File: config.mk
export PLATFORM = sky130hd
export DESIGN_NAME = spi_xfer_sequencer
export DESIGN_NICKNAME = d
export VERILOG_FILES = /design/src/rtl/spi_xfer_sequencer.sv
export SDC_FILE = /design/constraint.sdc
export NUM_CORES = 1
export LEC_CHECK = 0
export ABC_CLOCK_PERIOD_IN_PS = 3500
export BUFFER_PORTS_ARGS = -buffer_cell sky130_fd_sc_hd__buf_2
export CAP_MARGIN = 10
export CELL_PAD_IN_SITES_DETAIL_PLACEMENT = 1
export CELL_PAD_IN_SITES_GLOBAL_PLACEMENT = 2
export CORE_MARGIN = 2
export CORE_UTILIZATION = 35
export DETAILED_ROUTE_END_ITERATION = 12
export PLACE_DENSITY = 0.78
export SYNTH_ARGS = -nofsm -noshare
export SYNTH_HDL_FRONTEND = slang
export SYNTH_SLANG_ARGS = --single-unit
File: constraint.sdc
create_clock -name clk -period 3.5 [get_ports clk]
set_input_delay 0.35 -clock clk [delete_from_list [all_inputs] [get_ports clk]]
set_output_delay 0.35 -clock clk [all_outputs]
set_load 0.05 [all_outputs]
File: src/rtl/spi_xfer_sequencer.sv
// SPI transfer sequencer: buffers host bytes in a TX FIFO, walks each byte
// through the SPI core handshake on a shared data bus, and collects the
// received bytes in an RX FIFO. Every core wait is bounded by a cycle counter.
module spi_xfer_sequencer #(
    parameter int FIFO_DEPTH = 4,
    parameter int TIMEOUT    = 255
) (
    input  logic       clk,
    input  logic       rst,
    input  logic       cfg_start,
    input  logic [6:0] cfg_word,
    input  logic       tx_valid,
    output logic       tx_ready,
    input  logic [7:0] tx_data,
    output logic       rx_valid,
    input  logic       rx_ready,
    output logic [7:0] rx_data,
    output logic [7:0] bus_out,
    output logic       bus_oe,
    input  logic [7:0] bus_in,
    input  logic       core_ready,
    output logic       core_received,
    output logic       configured,
    output logic       busy,
    output logic       err
);
    localparam int AW = (FIFO_DEPTH > 1) ? $clog2(FIFO_DEPTH) : 1;
    localparam logic [AW-1:0] PTR_ONE  = AW'(1);
    localparam logic [AW:0]   CNT_ONE  = (AW+1)'(1);
    localparam logic [AW:0]   CNT_FULL = (AW+1)'(FIFO_DEPTH);
    localparam logic [7:0]    CYC_LAST = 8'(TIMEOUT - 1);

    typedef enum logic [2:0] {IDLE, CFG, XLOAD, XACK, XRUN, XCAP, XREL} state_t;

    state_t        state;
    logic [7:0]    cyc;
    logic          seen_low;

    logic [7:0]    tx_mem [FIFO_DEPTH];
    logic [7:0]    rx_mem [FIFO_DEPTH];
    logic [AW-1:0] tx_wr, tx_rd, rx_wr, rx_rd;
    logic [AW:0]   tx_cnt, rx_cnt;

    logic tx_push, tx_pop, rx_push, rx_pop;
    logic tx_empty, rx_full;
    logic wait_state, wait_done, wait_expired;

    assign tx_empty = (tx_cnt == '0);
    assign rx_full  = (rx_cnt == CNT_FULL);
    assign tx_ready = (tx_cnt != CNT_FULL);
    assign rx_valid = (rx_cnt != '0);
    assign rx_data  = rx_mem[rx_rd];
    assign busy     = (state != IDLE);

    assign tx_push = tx_valid && tx_ready;
    assign rx_pop  = rx_valid && rx_ready;
    // A byte is only launched when its reply is guaranteed a slot in the RX FIFO.
    assign tx_pop  = (state == IDLE) && !cfg_start && configured && !tx_empty && !rx_full;
    assign rx_push = (state == XCAP);

    // Exit condition of whichever core wait is active; a timeout fires only if it is not met.
    always_comb begin
        wait_state = 1'b0;
        wait_done  = 1'b0;
        case (state)
            CFG:  begin wait_state = 1'b1; wait_done = core_ready && (cyc != 8'd0); end
            XACK: begin wait_state = 1'b1; wait_done = core_ready; end
            XRUN: begin wait_state = 1'b1; wait_done = seen_low && core_ready; end
            XREL: begin wait_state = 1'b1; wait_done = !core_ready; end
            default: ;
        endcase
        wait_expired = wait_state && !wait_done && (cyc == CYC_LAST);
    end

    // FIFO storage carries no reset; emptiness is defined by the counters alone.
    always_ff @(posedge clk) begin
        if (tx_push) tx_mem[tx_wr] <= tx_data;
        if (rx_push) rx_mem[rx_wr] <= bus_in;
    end

    // FIFO pointers and occupancy; push and pop in the same cycle leave the count unchanged.
    always_ff @(posedge clk or posedge rst) begin
        if (rst) begin
            tx_wr <= '0; tx_rd <= '0; tx_cnt <= '0;
            rx_wr <= '0; rx_rd <= '0; rx_cnt <= '0;
        end else begin
            if (tx_push) tx_wr <= tx_wr + PTR_ONE;
            if (tx_pop)  tx_rd <= tx_rd + PTR_ONE;
            if (tx_push && !tx_pop)      tx_cnt <= tx_cnt + CNT_ONE;
            else if (!tx_push && tx_pop) tx_cnt <= tx_cnt - CNT_ONE;
            if (rx_push) rx_wr <= rx_wr + PTR_ONE;
            if (rx_pop)  rx_rd <= rx_rd + PTR_ONE;
            if (rx_push && !rx_pop)      rx_cnt <= rx_cnt + CNT_ONE;
            else if (!rx_push && rx_pop) rx_cnt <= rx_cnt - CNT_ONE;
        end
    end

    // Sequencer FSM; bus_out doubles as the hold register for the byte in flight.
    always_ff @(posedge clk or posedge rst) begin
        if (rst) begin
            state         <= IDLE;
            cyc           <= 8'd0;
            seen_low      <= 1'b0;
            configured    <= 1'b0;
            err           <= 1'b0;
            bus_oe        <= 1'b0;
            bus_out       <= 8'd0;
            core_received <= 1'b0;
        end else begin
            core_received <= 1'b0;
            if (wait_expired) begin
                err     <= 1'b1;
                bus_oe  <= 1'b0;
                bus_out <= 8'd0;
                cyc     <= 8'd0;
                state   <= IDLE;
            end else begin
                case (state)
                    IDLE: begin
                        cyc <= 8'd0;
                        if (cfg_start) begin
                            err     <= 1'b0;
                            bus_oe  <= 1'b1;
                            bus_out <= {cfg_word, 1'b0};
                            state   <= CFG;
                        end else if (tx_pop) begin
                            bus_oe  <= 1'b1;
                            bus_out <= tx_mem[tx_rd];
                            state   <= XLOAD;
                        end
                    end
                    CFG: begin
                        if (wait_done) begin
                            configured <= 1'b1;
                            bus_oe     <= 1'b0;
                            bus_out    <= 8'd0;
                            cyc        <= 8'd0;
                            state      <= IDLE;
                        end else begin
                            cyc <= cyc + 8'd1;
                        end
                    end
                    XLOAD: begin
                        cyc   <= 8'd0;
                        state <= XACK;
                    end
                    XACK: begin
                        if (wait_done) begin
                            bus_oe   <= 1'b0;
                            seen_low <= 1'b0;
                            cyc      <= 8'd0;
                            state    <= XRUN;
                        end else begin
                            cyc <= cyc + 8'd1;
                        end
                    end
                    XRUN: begin
                        if (wait_done) begin
                            core_received <= 1'b1;
                            cyc           <= 8'd0;
                            state         <= XCAP;
                        end else begin
                            cyc <= cyc + 8'd1;
                            if (!core_ready) seen_low <= 1'b1;
                        end
                    end
                    XCAP: begin
                        cyc   <= 8'd0;
                        state <= XREL;
                    end
                    XREL: begin
                        if (wait_done) begin
                            cyc   <= 8'd0;
                            state <= IDLE;
                        end else begin
                            cyc <= cyc + 8'd1;
                        end
                    end
                    default: state <= IDLE;
                endcase
            end
        end
    end
endmodule

# [Yosys cells after proc, flatten, opt, wreduce, memory -nomap -nowiden]
# Memory sizes are Yosys's and may differ from the RTL's.
# Cells that the tools add are included.
[word_totals] in_bits=29 latch_bits=0 ff_bits=38 ramBits=64 out_inout_bits=23 elab_cells=129 romBits=0 mem_count=2
[op_classes] bitwise_logic=1 shifts=0 n_div=0 mux=39 reduce_logical=46 n_addsub=9 mul=0 eq_ne=18 n_lt_le_gt_ge=0
[mem_list] memory="rx_mem" depth=4 width=8 rd=1 rd_clocked_by_memory_dff=0 wr=1 line_no="40" source="logic [7:0] rx_mem [FIFO_DEPTH];"
[mem_list] memory="tx_mem" depth=4 width=8 rd=1 rd_clocked_by_memory_dff=0 wr=1 line_no="39" source="logic [7:0] tx_mem [FIFO_DEPTH];"
[ops] operator="2-to-1 mux 8 bit" count=6
[ops] operator="case mux 8 bit (2 select lines)" count=2
[ops] operator="2-to-1 mux 3 bit" count=10
[ops] operator="case mux 3 bit (6 select lines)" count=1
[ops] operator="2-to-1 mux 1 bit" count=17
[ops] operator="nonzero test 3 bit" count=5
[ops] operator="logical AND 1 bit" count=14
[ops] operator="== test 3 bit, second input constant" count=4
[ops] operator="!= test 3 bit, second input constant" count=4
[ops] operator="nonzero test 2 bit" count=5
[ops] operator="logical NOT 1 bit" count=9
[ops] operator="AND reduction 3 bit" count=3
[ops] operator="adder 2 x 1 -> 2 bit, second input constant" count=4
[ops] operator="adder 8 x 1 -> 8 bit, second input constant" count=1
[ops] operator="== test 8 bit, second input constant" count=1
[ops] operator="nonzero test 8 bit" count=1
[ops] operator="adder 3 x 1 -> 3 bit, second input constant" count=2
[ops] operator="== test 3 x 2 -> 1 bit, second input constant" count=2
[ops] operator="logical NOT 3 bit" count=2
[ops] operator="!= test 2 bit, second input constant" count=3
[ops] operator="!= test 3 x 1 -> 1 bit, second input constant" count=2
[ops] operator="subtractor 3 x 1 -> 3 bit, second input constant" count=2
[ops] operator="AND reduction 5 bit" count=1
[ops] operator="!= test 4 bit, second input constant" count=1
[ops] operator="9 further kinds" count=11

# [Longest topological paths before layout]
# Gate-level depths: netlist of run 1.
[depth] word_depth=9 ltp_mapped=10 mapped_depth_nobuf=9

# [Worst setup path before layout of run 1]
# No wires, ideal clock.
[synth_timing] path_type="flip-flop to flip-flop" from="register state[2]" to="register tx_cnt[1]" path_buffers=1 arrival_ps=2205 slack_ps=1170 setup_ps=125 stages_incl_launch_ff=9 synth_period_minus_slack_ps=2330 required_ps=3375 cell_sequence="dfrtp_1 clkbuf_1 nor4_1 nor3b_1 inv_1 ha_1 inv_1 fa_1 mux2_2"
[synth_between] elab_chain_cells=8 elab_cells_between_ends=10 classes_between="1 x mux; 9 x reduce/logical"
[synth_lines] element="from (decl)" line_no="35" source="state_t state;"
[synth_lines] element="from (signal assigned)" line_no="101" source="state <= IDLE;"
[synth_lines] element="from (signal assigned)" line_no="116" source="state <= IDLE;"
[synth_lines] element="from (signal assigned)" line_no="125" source="state <= CFG;"
[synth_lines] element="logical NOT 3 bit (*)" line_no="58" source="assign tx_pop = (state == IDLE) && !cfg_start && configured && !tx_empty && !rx_full;"
[synth_lines] element="logical AND 1 bit (*) (4 in a row)" line_no="58"
[synth_lines] element="logical NOT 1 bit" line_no="89" source="if (tx_push && !tx_pop) tx_cnt <= tx_cnt + CNT_ONE;"
[synth_lines] element="logical AND 1 bit" line_no="89"
[synth_lines] element="2-to-1 mux 3 bit or nonzero test 2 bit (tied branches)"
[synth_lines] element="to (signal assigned)" line_no="89"
[synth_lines] element="to (signal assigned)" line_no="90" source="else if (!tx_push && tx_pop) tx_cnt <= tx_cnt - CNT_ONE;"
[synth_lines] element="to (decl)" line_no="42" source="logic [AW:0] tx_cnt, rx_cnt;"
# Every way passes the cells marked *; elsewhere a longest branch is shown, timed or not.
# A chain may end at the register's enable or synchronous reset.

# [Worst setup path in the final report of run 1]
[layout_timing] from="register state[1]" to="register tx_cnt[1]"
# The elaborated chain is that of the path after synthesis.

==> flow_metrics.py, run 1 <==
metrics = {
    "route": {
        "drtIter0Drc": 152,
        "firstDrtPassIters": 4,
        "postRouteAntennaNets": 0,
        "via_per_inst": 4.97,
        "post_drt_wl_per_cell_um": 17.5,
        "drc": 0,
        "num_vias": 2620,
        "wl_mm": 9.20,
    },
    "clock_network": {
        "root_buffer": "clkbuf_16",
        "clkTransAtPathRegs_ns": 0.07,
        "post_cts_resized": 0,
        "h-tree-depth": 3,
        "tritoncts": "done",
        "hold_buffers": 0,
        "post-cts-setup-buffers": 0,
        "clk_latency_ns": 0.36,
        "cts_buffers": 9,
        "cts.sink_count": 102,
        "clock_path_buffers": 2,
    },
    "sta": {
        "rsz0062_at_grt": "no",
        "maxSlewViolCount": 0,
        "setup_viol": 0,
        "finClkSkew_ns": 0.00628,
        "final_hold_viol_count": 0,
        "final.setup.worst_slack_ns": 0.882,
        "period_minus_slack_ns": 2.62,
        "post-route-period-util": 0.748,
        "fmax_mhz": 382,
        "whs_ns": 0.0932,
        "worst_pin_slew_ns": 0.649,
        "slew_headroom": 0.563,
        "setup_tns_ns": 0,
    },
    "setup_path": {
        "path_class": "register to register",
        "start_kind": "register",
        "worstPathRequired_ns": 3.75,
        "reg2reg_depth": 7,
        "crit_slowest_cell": "dfrtp_1",
        "cpMostUsedCell": "inv_1",
        "slowest_delay_ns": 0.56,
        "crit_path_cell_trace": "nor4_1 -> nor3b_1 -> inv_1 -> ha_1 -> inv_1 -> fa_1 -> mux2_2",
        "rr_endpoint": "tx_cnt[1]",
        "cp.arrival_ns": 2.86,
        "r2r_setup_slack_ns": 0.88,
        "rr_startpoint": "state[1]",
        "cp_max_fo": 17,
        "worst_setup_path_end_kind": "register",
    },
    "power": {
        "power.switching_mw": 1.68,
        "pwr-share-comb": 0.353,
        "switching_share": 0.389,
        "irDropWorstVdd_v": 0.000493,
        "clkPwrFrac": 0.227,
        "powerDensity_nw_per_um2": 826,
        "internal_power_mw": 2.64,
        "power.share.sequential": 0.420,
        "power_mw": 4.32,
        "leakagePower_nw": 2.06,
    },
    "layout": {
        "final_cell_mix": "edfxtp_1 (64), buf_2 (51), dfrtp_1 (38)",
        "nets": 395,
        "antennaDiodeCount": 0,
        "final_cells": 527,
        "area_growth_pct": 15.9,
        "layout_commonest_cell": "edfxtp_1",
        "fin_util": 0.414,
        "stdcell_area_um2": 5230,
        "drive_gt1_frac": 0.270,
    },
    "status": {
        "outcome": "finished, final reports clean",
    },
    "logic_synthesis": {
        "synthFlopType": "edfxtp_1",
        "yosysWarnings": 0,
        "synth_cells": 298,
        "syn_area_um2": 4510,
        "yosysSeqAreaShare": 0.636,
        "avgSynthCellArea_um2": 15.1,
        "synth-edff-count": 64,
        "syn-num-nets": 343,
        "ys_ff_latch": 102,
        "async_reset_ff_frac": 0.373,
        "ys_types": 52,
    },
    "placed_design": {
        "pre_cts_ws_ns": 0.921,
        "dp.cells": 511,
        "routabilityCongestion": 0.775,
        "dp.final_hpwl_mm": 6.56,
        "io_buffers": 51,
        "placed_cell_area_um2": 4940,
    },
    "global_routing": {
        "grt_pass1_wl_mm": 15.1,
        "grt_pass1_vias": 2834,
        "antenna_found_initial": 0,
        "grt_max_degree": 39,
        "grt_overflow": 0,
        "track_usage": 0.141,
    },
    "die": {
        "die_width_um": 118,
        "ioPinCount": 52,
        "std_cell_rows": 41,
        "initial_core_util": 0.358,
        "die_h_um": 118,
        "dieArea_um2": 13800,
        "coreArea_um2": 12600,
    },
    "hold_path": {
        "hold_path.class": "primary input to async pin",
    },
    "run": {
        "maxCapViolations": 0,
    },
}
-- sequential cells by signal (all words and copies together) (netlist names), 3 cells and up --
signal and cells:
cyc 8, bus_out 8, rx_mem 32, tx_mem 32, rx_cnt 3, tx_cnt 3, state 3
-- cells by family after synthesis --
kind of cell	synth area share
DFF	0.636
and+or+nand+nor	0.0809
AOI/OAI and AO/OA	0.0618
buffers and inverters	0.0308
muxes	0.108
xor gates and xnor gates	0.0349
adders and majority gates	0.0477
-- power groups by stage --
stage | Clock [mW] | Combinational (mW) | Sequential [mW]
after global placement | 0 | 1.50 | 1.83
after CTS | 1.01 | 1.55 | 1.83
after floorplan | 0 | 1.20 | 1.81
after global routing | 1.05 | 1.65 | 1.87
final | 0.980 | 1.52 | 1.81
after detailed placement | 0 | 1.54 | 1.85
-- layer usage --
layer  up-vias  track usage  wire [um]
li1       1227            -          -
met1      1329        0.167       3900
met2        52        0.243       4750
met3        12       0.0417        398
met4         0       0.0565        147
met5         -            0          0
-- synth_stat cells, types with 2 or more instances --
cell type   n  share of area
mux4_2     16          0.080
fa_1        2         0.0089
or3b_2      2         0.0039
o31ai_1     2         0.0033
dfrtp_1    38           0.21
mux2_2      4          0.010
edfxtp_1   64           0.43
clkbuf_1    8         0.0067
and3_1      6         0.0083
or4_1       2         0.0033
o32ai_1     9          0.017
inv_1      22          0.018
xor2_1     11          0.021
nand2_1    11         0.0091
a21oi_1    10          0.011
or3_1       2         0.0028
o21a_1      2         0.0033
nor3_1      4         0.0044
nor3b_1     2         0.0033
nor2_1      7         0.0058
mux2i_1     8          0.018
nor2b_1     3         0.0042
nand4_1     4         0.0055
and2_1      5         0.0069
xnor2_1     7          0.014
nand3_1     6         0.0067
ha_1       14          0.039
o21ai_0     3         0.0033
-- area by class of cell --
type                    count  area, um2
clock buffers               9        225
clock inverters             7       65.1
fillers                  1319       7390
inverters                  23       86.3
multi-input cells         162       1500
flip-flops and latches    102       2870
well taps                 172        215
repair buffers             52        263
-- how the worst max path moves through the flow --
stage	startpoint	endpoint	slack (ns)	cells past startpoint
4_1_cts	state[1]	tx_cnt[1]	0.89	7
3_5_place_dp	state[1]	tx_cnt[1]	0.92	7
5_1_grt	state[1]	tx_cnt[1]	0.70	7
6_report	state[1]	tx_cnt[1]	0.88	7
2_1_floorplan	state[2]	tx_cnt[1]	1.17	8
3_3_place_gp	state[1]	tx_cnt[1]	1.05	7
-- worst max-delay path, delay by kind of cell (launching register included) --
kind | cells | cell delay [ns]
buffers and inverters | 2 | 0.18
adders and majority gates | 2 | 0.64
and+or+nand+nor | 2 | 0.86
DFF | 1 | 0.56
muxes | 1 | 0.27
Note: power is estimated with default switching activity, not from simulation.
==> run 2, diff against run 1 <==
--- a/config.mk
+++ b/config.mk
@@ -5,7 +5,7 @@
 export SDC_FILE = /design/constraint.sdc
 export NUM_CORES = 1
 export LEC_CHECK = 0
-export ABC_CLOCK_PERIOD_IN_PS = 3500
+export ABC_CLOCK_PERIOD_IN_PS = 2650
 export BUFFER_PORTS_ARGS = -buffer_cell sky130_fd_sc_hd__buf_2
 export CAP_MARGIN = 10
 export CELL_PAD_IN_SITES_DETAIL_PLACEMENT = 1
==> constraint.sdc (replaced) <==
create_clock -name clk -period 2.65 [get_ports clk]
set_input_delay 0.265 -clock clk [delete_from_list [all_inputs] [get_ports clk]]
set_output_delay 0.265 -clock clk [all_outputs]
set_load 0.05 [all_outputs]
==> flow_metrics.py, run 2 (synthesis results as in run 1) <==
metrics = {
    "clock_network": {
        "clock_path_buffers": 2,
        "tritoncts": "done",
        "post_cts_resized": 0,
        "hold_buffers": 0,
        "root_buffer": "clkbuf_16",
        "clkTransAtPathRegs_ns": 0.08,
        "post-cts-setup-buffers": 0,
        "clk_latency_ns": 0.35,
        "cts_buffers": 9,
        "h-tree-depth": 3,
        "cts.sink_count": 102,
    },
    "die": {
        "initial_core_util": 0.358,
        "die_h_um": 118,
        "std_cell_rows": 41,
        "dieArea_um2": 13800,
        "die_width_um": 118,
        "coreArea_um2": 12600,
        "ioPinCount": 52,
    },
    "sta": {
        "final.setup.worst_slack_ns": 0.352,
        "worst_pin_slew_ns": 0.969,
        "rsz0062_at_grt": "no",
        "maxSlewViolCount": 0,
        "slew_headroom": 0.353,
        "post-route-period-util": 0.867,
        "setup_tns_ns": 0,
        "fmax_mhz": 435,
        "finClkSkew_ns": 0.0123,
        "whs_ns": 0.129,
        "final_hold_viol_count": 0,
        "setup_viol": 0,
        "period_minus_slack_ns": 2.30,
    },
    "power": {
        "switching_share": 0.380,
        "internal_power_mw": 3.59,
        "irDropWorstVdd_v": 0.000498,
        "power.switching_mw": 2.20,
        "power.share.sequential": 0.409,
        "pwr-share-comb": 0.356,
        "powerDensity_nw_per_um2": 1090,
        "clkPwrFrac": 0.235,
        "leakagePower_nw": 2.10,
    },
    "global_routing": {
        "antenna_found_initial": 0,
        "track_usage": 0.145,
        "grt_max_degree": 25,
        "grt_pass1_vias": 2886,
        "grt_overflow": 0,
        "grt_pass1_wl_mm": 15.5,
    },
    "setup_path": {
        "critPathBufInv": 2,
        "cp_max_fo": 12,
        "slowest_delay_ns": 0.50,
        "start_kind": "register",
        "crit_path_cell_trace": "nor4_1 -> nor3b_1 -> inv_1 -> ha_1 -> inv_1 -> fa_1 -> mux2_2",
        "worstPathRequired_ns": 2.88,
        "path_class": "register to register",
        "worst_setup_path_end_kind": "register",
        "path_delay_family": "simple AND/OR/NAND/NOR gates",
        "cp.arrival_ns": 2.52,
        "crit_slowest_cell": "dfrtp_1",
        "cpMostUsedCell": "inv_1",
    },
    "layout": {
        "area_growth_pct": 17.1,
        "layout_commonest_cell": "edfxtp_1",
        "antennaDiodeCount": 0,
        "fin_util": 0.419,
        "final_cell_mix": "edfxtp_1 (64), buf_2 (51), dfrtp_1 (38)",
        "fillers": 1332,
        "nets": 401,
        "drive_gt1_frac": 0.280,
        "reg_top3": "rx_mem (32), tx_mem (32)",
    },
    "placed_design": {
        "routabilityCongestion": 0.728,
        "pre_cts_ws_ns": 0.359,
        "io_buffers": 51,
        "dp.final_hpwl_mm": 7.02,
    },
    "route": {
        "drtIter0Drc": 113,
        "post_drt_wl_per_cell_um": 17.9,
        "drc": 0,
        "via_per_inst": 4.95,
        "postRouteAntennaNets": 0,
        "num_vias": 2641,
        "firstDrtPassIters": 4,
        "wl_mm": 9.55,
    },
    "hold_path": {
        "hold_path.class": "primary input to async pin",
    },
    "run": {
        "maxCapViolations": 0,
    },
    "status": {
        "outcome": "finished, final reports clean",
    },
}
## run 2: power by group through the flow
stage / Sequential, mW / Combinational [mW] / Clock [mW]
6_report: 2.37 / 2.06 / 1.36
5_1_grt: 2.44 / 2.25 / 1.45
4_1_cts: 2.39 / 2.10 / 1.39
3_5_place_dp: 2.41 / 2.09 / 0
3_3_place_gp: 2.40 / 2.02 / 0
2_1_floorplan: 2.39 / 1.58 / 0
## run 2: through the flow
step           std cells  power [mW]  cell area [um2]
2_1_floorplan        298        3.97             4510
3_3_place_gp         517        4.41             4980
3_5_place_dp         517        4.50             4980
4_1_cts              533        5.87             5290
5_1_grt              533        6.13             5290
6_report             533        5.79             5290
## run 2: worst register-to-register path, cell delays in order (launching register included)
cell,delay [ns]
dfrtp_1,0.50
nor4_1,0.36
nor3b_1,0.29
inv_1,0.08
ha_1,0.21
inv_1,0.07
fa_1,0.41
mux2_2,0.27
## run 2: area by class of cell
| cell class | count | area, um2 | share of cell area |
|---|---|---|---|
| Clock inverter | 7 | 77.6 | 0.0147 |
| Tap cell | 172 | 215 | 0.0407 |
| Clock buffer | 9 | 225 | 0.0426 |
| Sequential cell | 102 | 2870 | 0.543 |
| Timing Repair Buffer | 58 | 308 | 0.0582 |
| Multi-Input combinational cell | 162 | 1500 | 0.284 |
| Inverter | 23 | 86.3 | 0.0163 |
## run 2: metal layers
metal	track usage	share of wire	wire length, um	vias to the layer above
met5	0	0	0	-
met4	0.0535	0.017	165	0
met3	0.0315	0.032	306	15
met2	0.266	0.54	5120	46
met1	0.165	0.41	3960	1346
li1	-	-	-	1234
## run 2: path summary, 6_finish.rpt
path / slack, ns / cells past startpoint / to / start
worst min register to register: 0.48 / 1 / err / err
worst max-delay path: 0.35 / 7 / tx_cnt[1] / state[0]
worst max register to register: 0.35 / 7 / tx_cnt[1] / state[0]
min in group clk: 0.14 / 1 / tx_mem[3][7] / tx_data[7]
worst min-delay path: 0.13 / 2 / tx_cnt[2] / rst
max in group asynchronous: 1.79 / 3 / state[2] / rst
==> run 3, diff against run 2 <==
--- a/config.mk
+++ b/config.mk
@@ -11,9 +11,9 @@
 export CELL_PAD_IN_SITES_DETAIL_PLACEMENT = 1
 export CELL_PAD_IN_SITES_GLOBAL_PLACEMENT = 2
 export CORE_MARGIN = 2
-export CORE_UTILIZATION = 35
+export CORE_UTILIZATION = 40
 export DETAILED_ROUTE_END_ITERATION = 12
-export PLACE_DENSITY = 0.78
+export PLACE_DENSITY = 0.86
 export SYNTH_ARGS = -nofsm -noshare
 export SYNTH_HDL_FRONTEND = slang
 export SYNTH_SLANG_ARGS = --single-unit
==> flow_metrics.py, run 3 (synthesis results as in run 1) <==
metrics = {
    "setup_path": {
        "cp.arrival_ns": 2.63,
        "cp_max_fo": 12,
        "start_kind": "register",
        "reg2reg_depth": 6,
        "path_class": "register to register",
        "rr_startpoint": "cyc[0]",
        "worstPathRequired_ns": 2.86,
        "cp-startpoint": "cyc[0]",
        "worst_setup_path_end_kind": "register",
    },
    "status": {
        "outcome": "finished, final reports clean",
    },
    "clock_network": {
        "clk_latency_ns": 0.35,
        "root_buffer": "clkbuf_16",
        "post-cts-setup-buffers": 0,
        "cts_buffers": 9,
        "tritoncts": "done",
        "clkTransAtPathRegs_ns": 0.07,
        "h-tree-depth": 3,
        "clock_path_buffers": 2,
        "cts.sink_count": 102,
        "post_cts_resized": 0,
        "hold_buffers": 0,
    },
    "route": {
        "firstDrtPassIters": 4,
        "via_per_inst": 5.32,
        "drtIter0Drc": 97,
        "num_vias": 2662,
        "post_drt_wl_per_cell_um": 18.8,
        "route.met3.wl_um": 509,
        "wirelength_met1_mm": 4.00,
        "postRouteAntennaNets": 0,
        "wl_met2_mm": 4.70,
        "highest_layer": "met4",
        "wl_mm": 9.40,
        "drc": 0,
    },
    "layout": {
        "nets": 400,
        "layout_commonest_cell": "edfxtp_1",
        "final_cells": 500,
        "area_growth_pct": 16.0,
        "final_cell_mix": "edfxtp_1 (64), buf_2 (51), dfrtp_1 (38)",
        "drive_gt1_frac": 0.275,
        "antennaDiodeCount": 0,
        "reg_top3": "rx_mem (32), tx_mem (32)",
    },
    "global_routing": {
        "grt_max_degree": 23,
        "grt_pass1_wl_mm": 15.3,
        "antenna_found_initial": 0,
        "grt_overflow": 0,
        "grt_pass1_vias": 2819,
        "track_usage": 0.173,
    },
    "power": {
        "irDropWorstVdd_v": 0.000616,
        "leakagePower_nw": 2.09,
        "powerDensity_nw_per_um2": 1100,
    },
    "sta": {
        "fmax_mhz": 414,
        "maxSlewViolCount": 0,
        "worst_pin_slew_ns": 0.851,
        "whs_ns": 0.0791,
        "finClkSkew_ns": 0.00670,
        "slew_headroom": 0.432,
        "post-route-period-util": 0.912,
        "final_hold_viol_count": 0,
        "rsz0062_at_grt": "no",
        "setup_viol": 0,
        "period_minus_slack_ns": 2.42,
        "setup_tns_ns": 0,
    },
    "placed_design": {
        "routabilityCongestion": 0.758,
        "dp.cells": 484,
        "dp.final_hpwl_mm": 6.81,
        "io_buffers": 51,
    },
    "die": {
        "die_h_um": 110,
        "dieArea_um2": 12200,
        "std_cell_rows": 38,
        "initial_core_util": 0.413,
        "ioPinCount": 52,
        "coreArea_um2": 10900,
        "die_width_um": 110,
    },
    "hold_path": {
        "hold_path.class": "primary input to async pin",
    },
    "run": {
        "maxCapViolations": 0,
    },
}
run 3: cell types whose count changed in the layout (fill, tap and decap cells not counted):
cell        before  now
clkinvlp_4       0    1
clkinv_2         0    1
buf_4            7    6
inv_8            0    2
clkinv_1         1    2
inv_6            4    0
clkinv_4         1    0
run 3: routing by layer:
layer	vias to the layer above	global-route usage
met4	0	0.0804
met5	-	0
met2	66	0.291
li1	1234	-
met1	1348	0.212
met3	14	0.0406
run 3: cell type report:
type                    instances  area (um2)
clock inverters                 7        72.6
repair buffers                 57         300
inverters                      23        86.3
flip-flops and latches        102        2870
well taps                     140         175
multi-input cells             162        1500
fillers                      1107        5700
clock buffers                   9         225
run 3: final timing paths:
path                           endpoint  slack, ns
max                            state[1]       0.23
max in group asynchronous      tx_wr[1]       1.90
min in group clk           tx_mem[3][3]       0.13
max reg2reg                    state[1]       0.23
min                            rx_rd[1]       0.08
min reg2reg                         err       0.48
run 3: critical path: stages, from the launching register on:
cell     delay [ns]
dfrtp_1        0.40
inv_1          0.13
ha_1           0.15
or4b_4         0.46
or4_4          0.53
a21oi_2        0.47
o31ai_1        0.16
run 3: power breakdown:
| group | internal (mW) | total, mW | switching [mW] |
|---|---|---|---|
| logic | 0.825 | 2.07 | 1.24 |
| registers | 2.02 | 2.37 | 0.349 |
| clock network | 0.738 | 1.33 | 0.597 |
| total | 3.58 | 5.77 | 2.19 |
run 3: metrics by stage:
step / power (mW) / cell area, um2 / setup WS (ns) / utilization
after CTS: 5.85 / 5240 / 0.216 / 0.479
after global placement: 4.38 / 4940 / 0.298 / 0.451
after detailed placement: 4.49 / 4940 / 0.227 / 0.451
after global routing: 6.13 / 5240 / 0.0870 / 0.479
after floorplan: 3.97 / 4510 / 0.320 / -
final: 5.77 / 5240 / 0.233 / 0.479
